<file path="src/rtl/logic_unit_pipe.sv">
// Two-stage valid/ready bitwise logic unit.
// Eight opcodes; result leaves with zero and parity flags.
module logic_unit_pipe #(
  parameter int WIDTH = 8
) (
  input  logic             clk,
  input  logic             rst,
  input  logic             in_valid,
  output logic             in_ready,
  input  logic [WIDTH-1:0] a,
  input  logic [WIDTH-1:0] b,
  input  logic [2:0]       op,
  output logic             out_valid,
  input  logic             out_ready,
  output logic [WIDTH-1:0] y,
  output logic             zero,
  output logic             parity,
  output logic             busy
);

  logic             r_s1_valid;
  logic [WIDTH-1:0] r_s1_y;
  logic             r_s2_valid;
  logic [WIDTH-1:0] r_y;
  logic             r_zero;
  logic             r_parity;

  logic [7:0]       w_sel;
  logic [WIDTH-1:0] w_res;
  logic             w_s2_free;
  logic             w_s1_adv;
  logic             w_in_fire;

  assign w_sel = 8'd1 << op;

  always_comb begin
    w_res = '0;
    unique case (1'b1)
      w_sel[0]: w_res = a & b;
      w_sel[1]: w_res = a | b;
      w_sel[2]: w_res = a ^ b;
      w_sel[3]: w_res = ~(a & b);
      w_sel[4]: w_res = ~(a | b);
      w_sel[5]: w_res = ~(a ^ b);
      w_sel[6]: w_res = ~a;
      w_sel[7]: w_res = a & ~b;
      default:  w_res = '0;
    endcase
  end

  assign w_s2_free = !r_s2_valid || out_ready;
  assign w_s1_adv  = r_s1_valid && w_s2_free;
  assign in_ready  = !rst && (!r_s1_valid || w_s2_free);
  assign w_in_fire = in_valid && in_ready;

  always_ff @(posedge clk) begin
    if (rst) begin
      r_s1_valid <= 1'b0;
      r_s1_y     <= '0;
    end else if (w_in_fire) begin
      r_s1_valid <= 1'b1;
      r_s1_y     <= w_res;
    end else if (w_s1_adv) begin
      r_s1_valid <= 1'b0;
    end
  end

  // Flags are computed from the stage-1 value at load time.
  always_ff @(posedge clk) begin
    if (rst) begin
      r_s2_valid <= 1'b0;
      r_y        <= '0;
      r_zero     <= 1'b0;
      r_parity   <= 1'b0;
    end else if (w_s1_adv) begin
      r_s2_valid <= 1'b1;
      r_y        <= r_s1_y;
      r_zero     <= ~|r_s1_y;
      r_parity   <= ^r_s1_y;
    end else if (out_ready) begin
      r_s2_valid <= 1'b0;
    end
  end

  assign out_valid = r_s2_valid;
  assign y         = r_y;
  assign zero      = r_zero;
  assign parity    = r_parity;
  assign busy      = r_s1_valid || r_s2_valid;

endmodule

</file>
<file path="config.mk">
export PLATFORM = sky130hd
export DESIGN_NAME = logic_unit_pipe
export DESIGN_NICKNAME = d
export VERILOG_FILES = /design/src/rtl/logic_unit_pipe.sv
export SDC_FILE = /design/constraint.sdc
export NUM_CORES = 1
export LEC_CHECK = 0
export CORE_ASPECT_RATIO = 1.25
export CORE_MARGIN = 4
export CORE_UTILIZATION = 45
export CTS_CLUSTER_DIAMETER = 60
export DETAILED_ROUTE_END_ITERATION = 12
export PLACE_DENSITY = 0.76
export SLEW_MARGIN = 20
export SYNTH_ARGS = -nofsm -noshare
export SYNTH_HDL_FRONTEND = slang
export SYNTH_SLANG_ARGS = --single-unit
</file>
<file path="constraint.sdc">
create_clock -name clk -period 1.2 [get_ports clk]
set_input_delay 0.12 -clock clk [delete_from_list [all_inputs] [get_ports clk]]
set_output_delay 0.12 -clock clk [all_outputs]
set_load 0.01 [all_outputs]
</file>
* After elaboration in Yosys (flattened, before gate mapping)
Cells that the tools add are included.
** Cells by class
- Div/mod/pow operators :: 0
- Magnitude comparators :: 0
- Shift-type cells :: 1
- Bitwise operators :: 9
- $add $sub $neg :: 0
- Reduce and logical (&&, ||, !) cells :: 14
- Equal/unequal tests :: 0
- Multiplexer cells :: 5
- Multipliers :: 0
** Operators by type and width (count)
- $pmux W8 S8 :: 1
- $not A8 Y8 :: 5
- $and A8 B8 Y8 :: 2
- $or A8 B8 Y8 :: 1
- $reduce_or A8 Y1 :: 1
- $reduce_xor A8 Y1 :: 1
- $shl A1 B3 Y8 const A :: 1
- $xor A8 B8 Y8 :: 1
- $logic_not A1 Y1 :: 4
- $mux W1 :: 4
- $reduce_bool A2 Y1 :: 2
- $logic_and A1 B1 Y1 :: 3
- $logic_or A1 B1 Y1 :: 3
** Storage, ports and cells
- ROM bits :: 0
- Memories kept :: 0
- Bits in latches :: 0
- Output and inout bits :: 13
- Memory bits (writable) :: 0
- Logic and storage cells :: 35
- Bits in registers :: 20

* Longest topological paths before layout
- Depth in word-level cells :: 6
- Gate-level depth with buffers :: 7
- Mapped depth without buffers :: 6

* Worst setup path after synthesis
Ideal clock, no wire load.
- Path type :: input to register
- Start :: input a[2]
- End :: register r_s1_y[2]
- Stages on the path :: 6
- Buffers on the path :: 0
- Arrival time :: 1.137 ns
- Required time :: 1.133 ns
- Path slack :: -0.005 ns
- Cell sequence :: inv_1 -> ha_1 -> nor2_1 -> a21oi_2 -> mux4_2 -> o21ai_2
** On the way
- Cells in the longest elaborated chain, start to end :: 3
- Elaborated cells on any way between the ends :: 9
- Classes of those cells :: mux (1); bitwise (8)
** RTL lines
- from (decl) :: line 10 : input logic [WIDTH-1:0] a,
- $xor A8 B8 Y8 (tied with other cells) :: line 41, 44
- $not A8 Y8 (on tied branches) :: line 44, 42, 43
- $pmux W8 S8 (*) :: line 38 : unique case (1'b1)
- to (signal assigned) :: line 62 : r_s1_y <= w_res;
- to (decl) :: line 22 : logic [WIDTH-1:0] r_s1_y;
Every way passes the cells marked *; elsewhere a longest branch is shown, timed or not.
A chain may end at the register's enable or synchronous reset.

* Worst setup path in the final report
- Start :: register r_s1_y[5]
- End :: register r_parity, in the netlist parity
** On the way
- Cells in the longest elaborated chain, start to end :: 1
** RTL lines
- $reduce_xor A8 Y1 :: line 79 : r_parity <= ^r_s1_y;
- to (signal assigned) :: line 79
- to (decl) :: line 26 : logic r_parity;
Every way passes these cells.

==> impl_metrics.toml <==
[sta]
slew_violations = 0
slew-limit-headroom_pct = 76.7
max_freq_mhz = 729
hold_viol = 0
min_period_over_period_pct = 114
finClkSkew_ns = 0.0120
tightest_slew_ns = 0.349
period_minus_slack_ns = 1.37
worst_slack_ns = -0.173
rsz0062_at_grt = "yes"
setup_viol = 1

[worst_setup_path]
r2r-start = "r_s1_y[5]"
end_kind = "flip-flop"
crit_fanout = 2
timing.rr.end = "parity"
critPathArrivalTime_ns = 1.55
critPathSlowestCell = "dfxtp_2"
worstRegToRegCells = 6
path_delay_family = "flip-flops"
max_stage_delay_ns = 0.35
cp_num_buf_inv = 1
worstPathCellList = "inv_2 > ha_4 > xor2_2 > xnor2_1 > nor2_1 > nor3_1"
path_class = "reg -> reg"
crit_required_ns = 1.38
r2r_slack_ns = -0.17
startpoint_type = "flip-flop"

[synthesis]
synth_common_cells = "inv_1 (33), ha_1 (28), a21oi_1 (23), dfxtp_1 (20), nand2_1 (18)"
yosysWarningCount = 0
seq_area_frac_synth_pct = 21.7
synth_top_flop_cell = "dfxtp_1"
ys_ff_latch = 20
yosys.area.top_type = "dfxtp_1"
async_flop_share_pct = 0
syn_nets = 282
syn_inst = 231
synth_top_area_share_pct = 21.7
synth.most_common_cell = "inv_1"
synth_cell_types = 45
synth_edf_count = 0
syn_area_sq_mm = 0.00184
yosys-top-cells-area = "dfxtp_1 (22%), ha_1 (19%), inv_1 (6.7%)"
avgSynthCellArea_sq_um = 7.97

[global_route]
grt_start_max_net_pins = 19
overflow = 0
grt_pass1_wl_um = 7570
grt_pass1_vias = 1821
antenna_found_initial = 0
gr-usage-all-layers_pct = 17.9

[clocking]
clock_latency_ns = 0.26
hold_buffers = 0
cts_buffer_depth = 2
cts.sinks = 20
h-tree-depth = 1
cts_buffers = 3
cts_tree = "yes"
cts.clk_slew.worst_paths_ns = 0.08
root_buffer = "clkbuf_8"

[placed_design]
place_ws_ns = -0.568
place_hpwl_um = 3170
dpl-instance-area_sq_mm = 0.00249
gp_congestion = 0.796
portBuffers = 35

[route]
via_per_inst = 5.20
drc = 0
dr.pass1.iters = 4
vias = 1887
drt_iter0_drc = 103
routedWlPerCell_um = 13.2
final_antenna_net_count = 0
wirelength_um = 4810

[floorplan]
die_w_um = 65.2
dieArea_sq_mm = 0.00519
core_region_area_sq_mm = 0.00388
row_count = 25
num_io_pins = 36
start_util_pct = 47.5
die_y_um = 79.5

[min_path]
min_to = "r_s1_valid"
hp-start = "in_valid"
hp-class = "in -> reg"
holdPathStages = 3

[layout]
drive_gt1_share_pct = 39.8
finalNetCount = 361
diodes = 0
design_area_sq_mm = 0.00281
utilization_pct = 72.5
syn_to_final_growth_pct = 52.6

[pwr]
power_mw = 2.33
leakagePower_nw = 1.35
power-per-cell-area_mw_per_mm2 = 829
ir_worst_vdd_v = 0.000470

[job]
cap_violations = 0

[outcome]
outcome = "finished with violations"
violations = "setup timing"
final cells by class:
cell class / instances / area (sq um)
tap: 54 / 67.6
sequential: 20 / 415
fill: 317 / 1070
timing repair buffer: 89 / 721
inverter: 33 / 124
clock buffer: 3 / 41.3
multi-input combinational: 163 / 1410
clock inverter: 1 / 30.0
flip-flops by register name (all words and copies together) (netlist names):
register and flops:
out_valid 1, parity 1, r_s1_valid 1, r_s1_y 8
y 8, zero 1
report_power, final:
group	internal [mW]	switching [mW]
registers	0.718	0.0318
clock network	0.445	0.228
logic	0.481	0.426
total	1.64	0.686
through the flow:
step,setup TNS [ns],hold slack [ns],std cells
floorplan,0,0.241,231
global placement,-5.68,0.440,346
detailed placement,-6.06,0.444,346
CTS,-0.108,0.245,355
global route,-0.251,0.302,363
finish,-0.173,0.310,363
worst max-delay path by stage:
stage	startpoint	slack (ns)	to	cells after the start
2_1_floorplan	a[2]	0.005	r_s1_y[2]	4
3_3_place_gp	a[2]	-0.54	r_s1_y[2]	6
3_5_place_dp	a[2]	-0.57	r_s1_y[2]	6
4_1_cts	out_ready	-0.09	in_ready	5
5_1_grt	r_s1_y[5]	-0.18	parity	6
6_report	r_s1_y[5]	-0.17	parity	6
tightest hold or removal path: stages:
cell and delay, ns:
dlygate4sd2_1 0.24, nor2_1 0.07, nor2_1 0.10
layer usage:
layer  track usage [%]  wire, um  up-vias
li1                  -         -      951
met1              21.0      1990      875
met2              32.8      2490       50
met3              1.83       216       11
met4              6.64       112        0
met5                 0         0        -
placed cells by master (no fill, tap or decap), drive strengths merged, types with 7 or more instances in the layout:
master	n
nand2	18
dfxtp	20
inv	33
nor2	9
a21oi	24
dlygate4sd2	26
mux2	7
ha	28
nand3	10
nand2b	8
buf	56
kinds of logic after synthesis:
family	share of synthesized area [%]
AND/OR/NAND/NOR	16.8
XOR/XNOR	1.43
flip-flops	21.7
buffers and inverters	12.2
AO/OA/AOI/OAI	21.0
adder cells (fa/ha/maj)	19.0
multiplexers	7.88
repair_timing:
action / 4_1_cts / 5_1_grt
setup endpoints to repair: 23 / 12
pin swaps: 20 / 10
setup buffers: 6 / 6
resized for setup: 75 / 28
cloned: 0 / 2
Power figures use the tool's default switching activity.
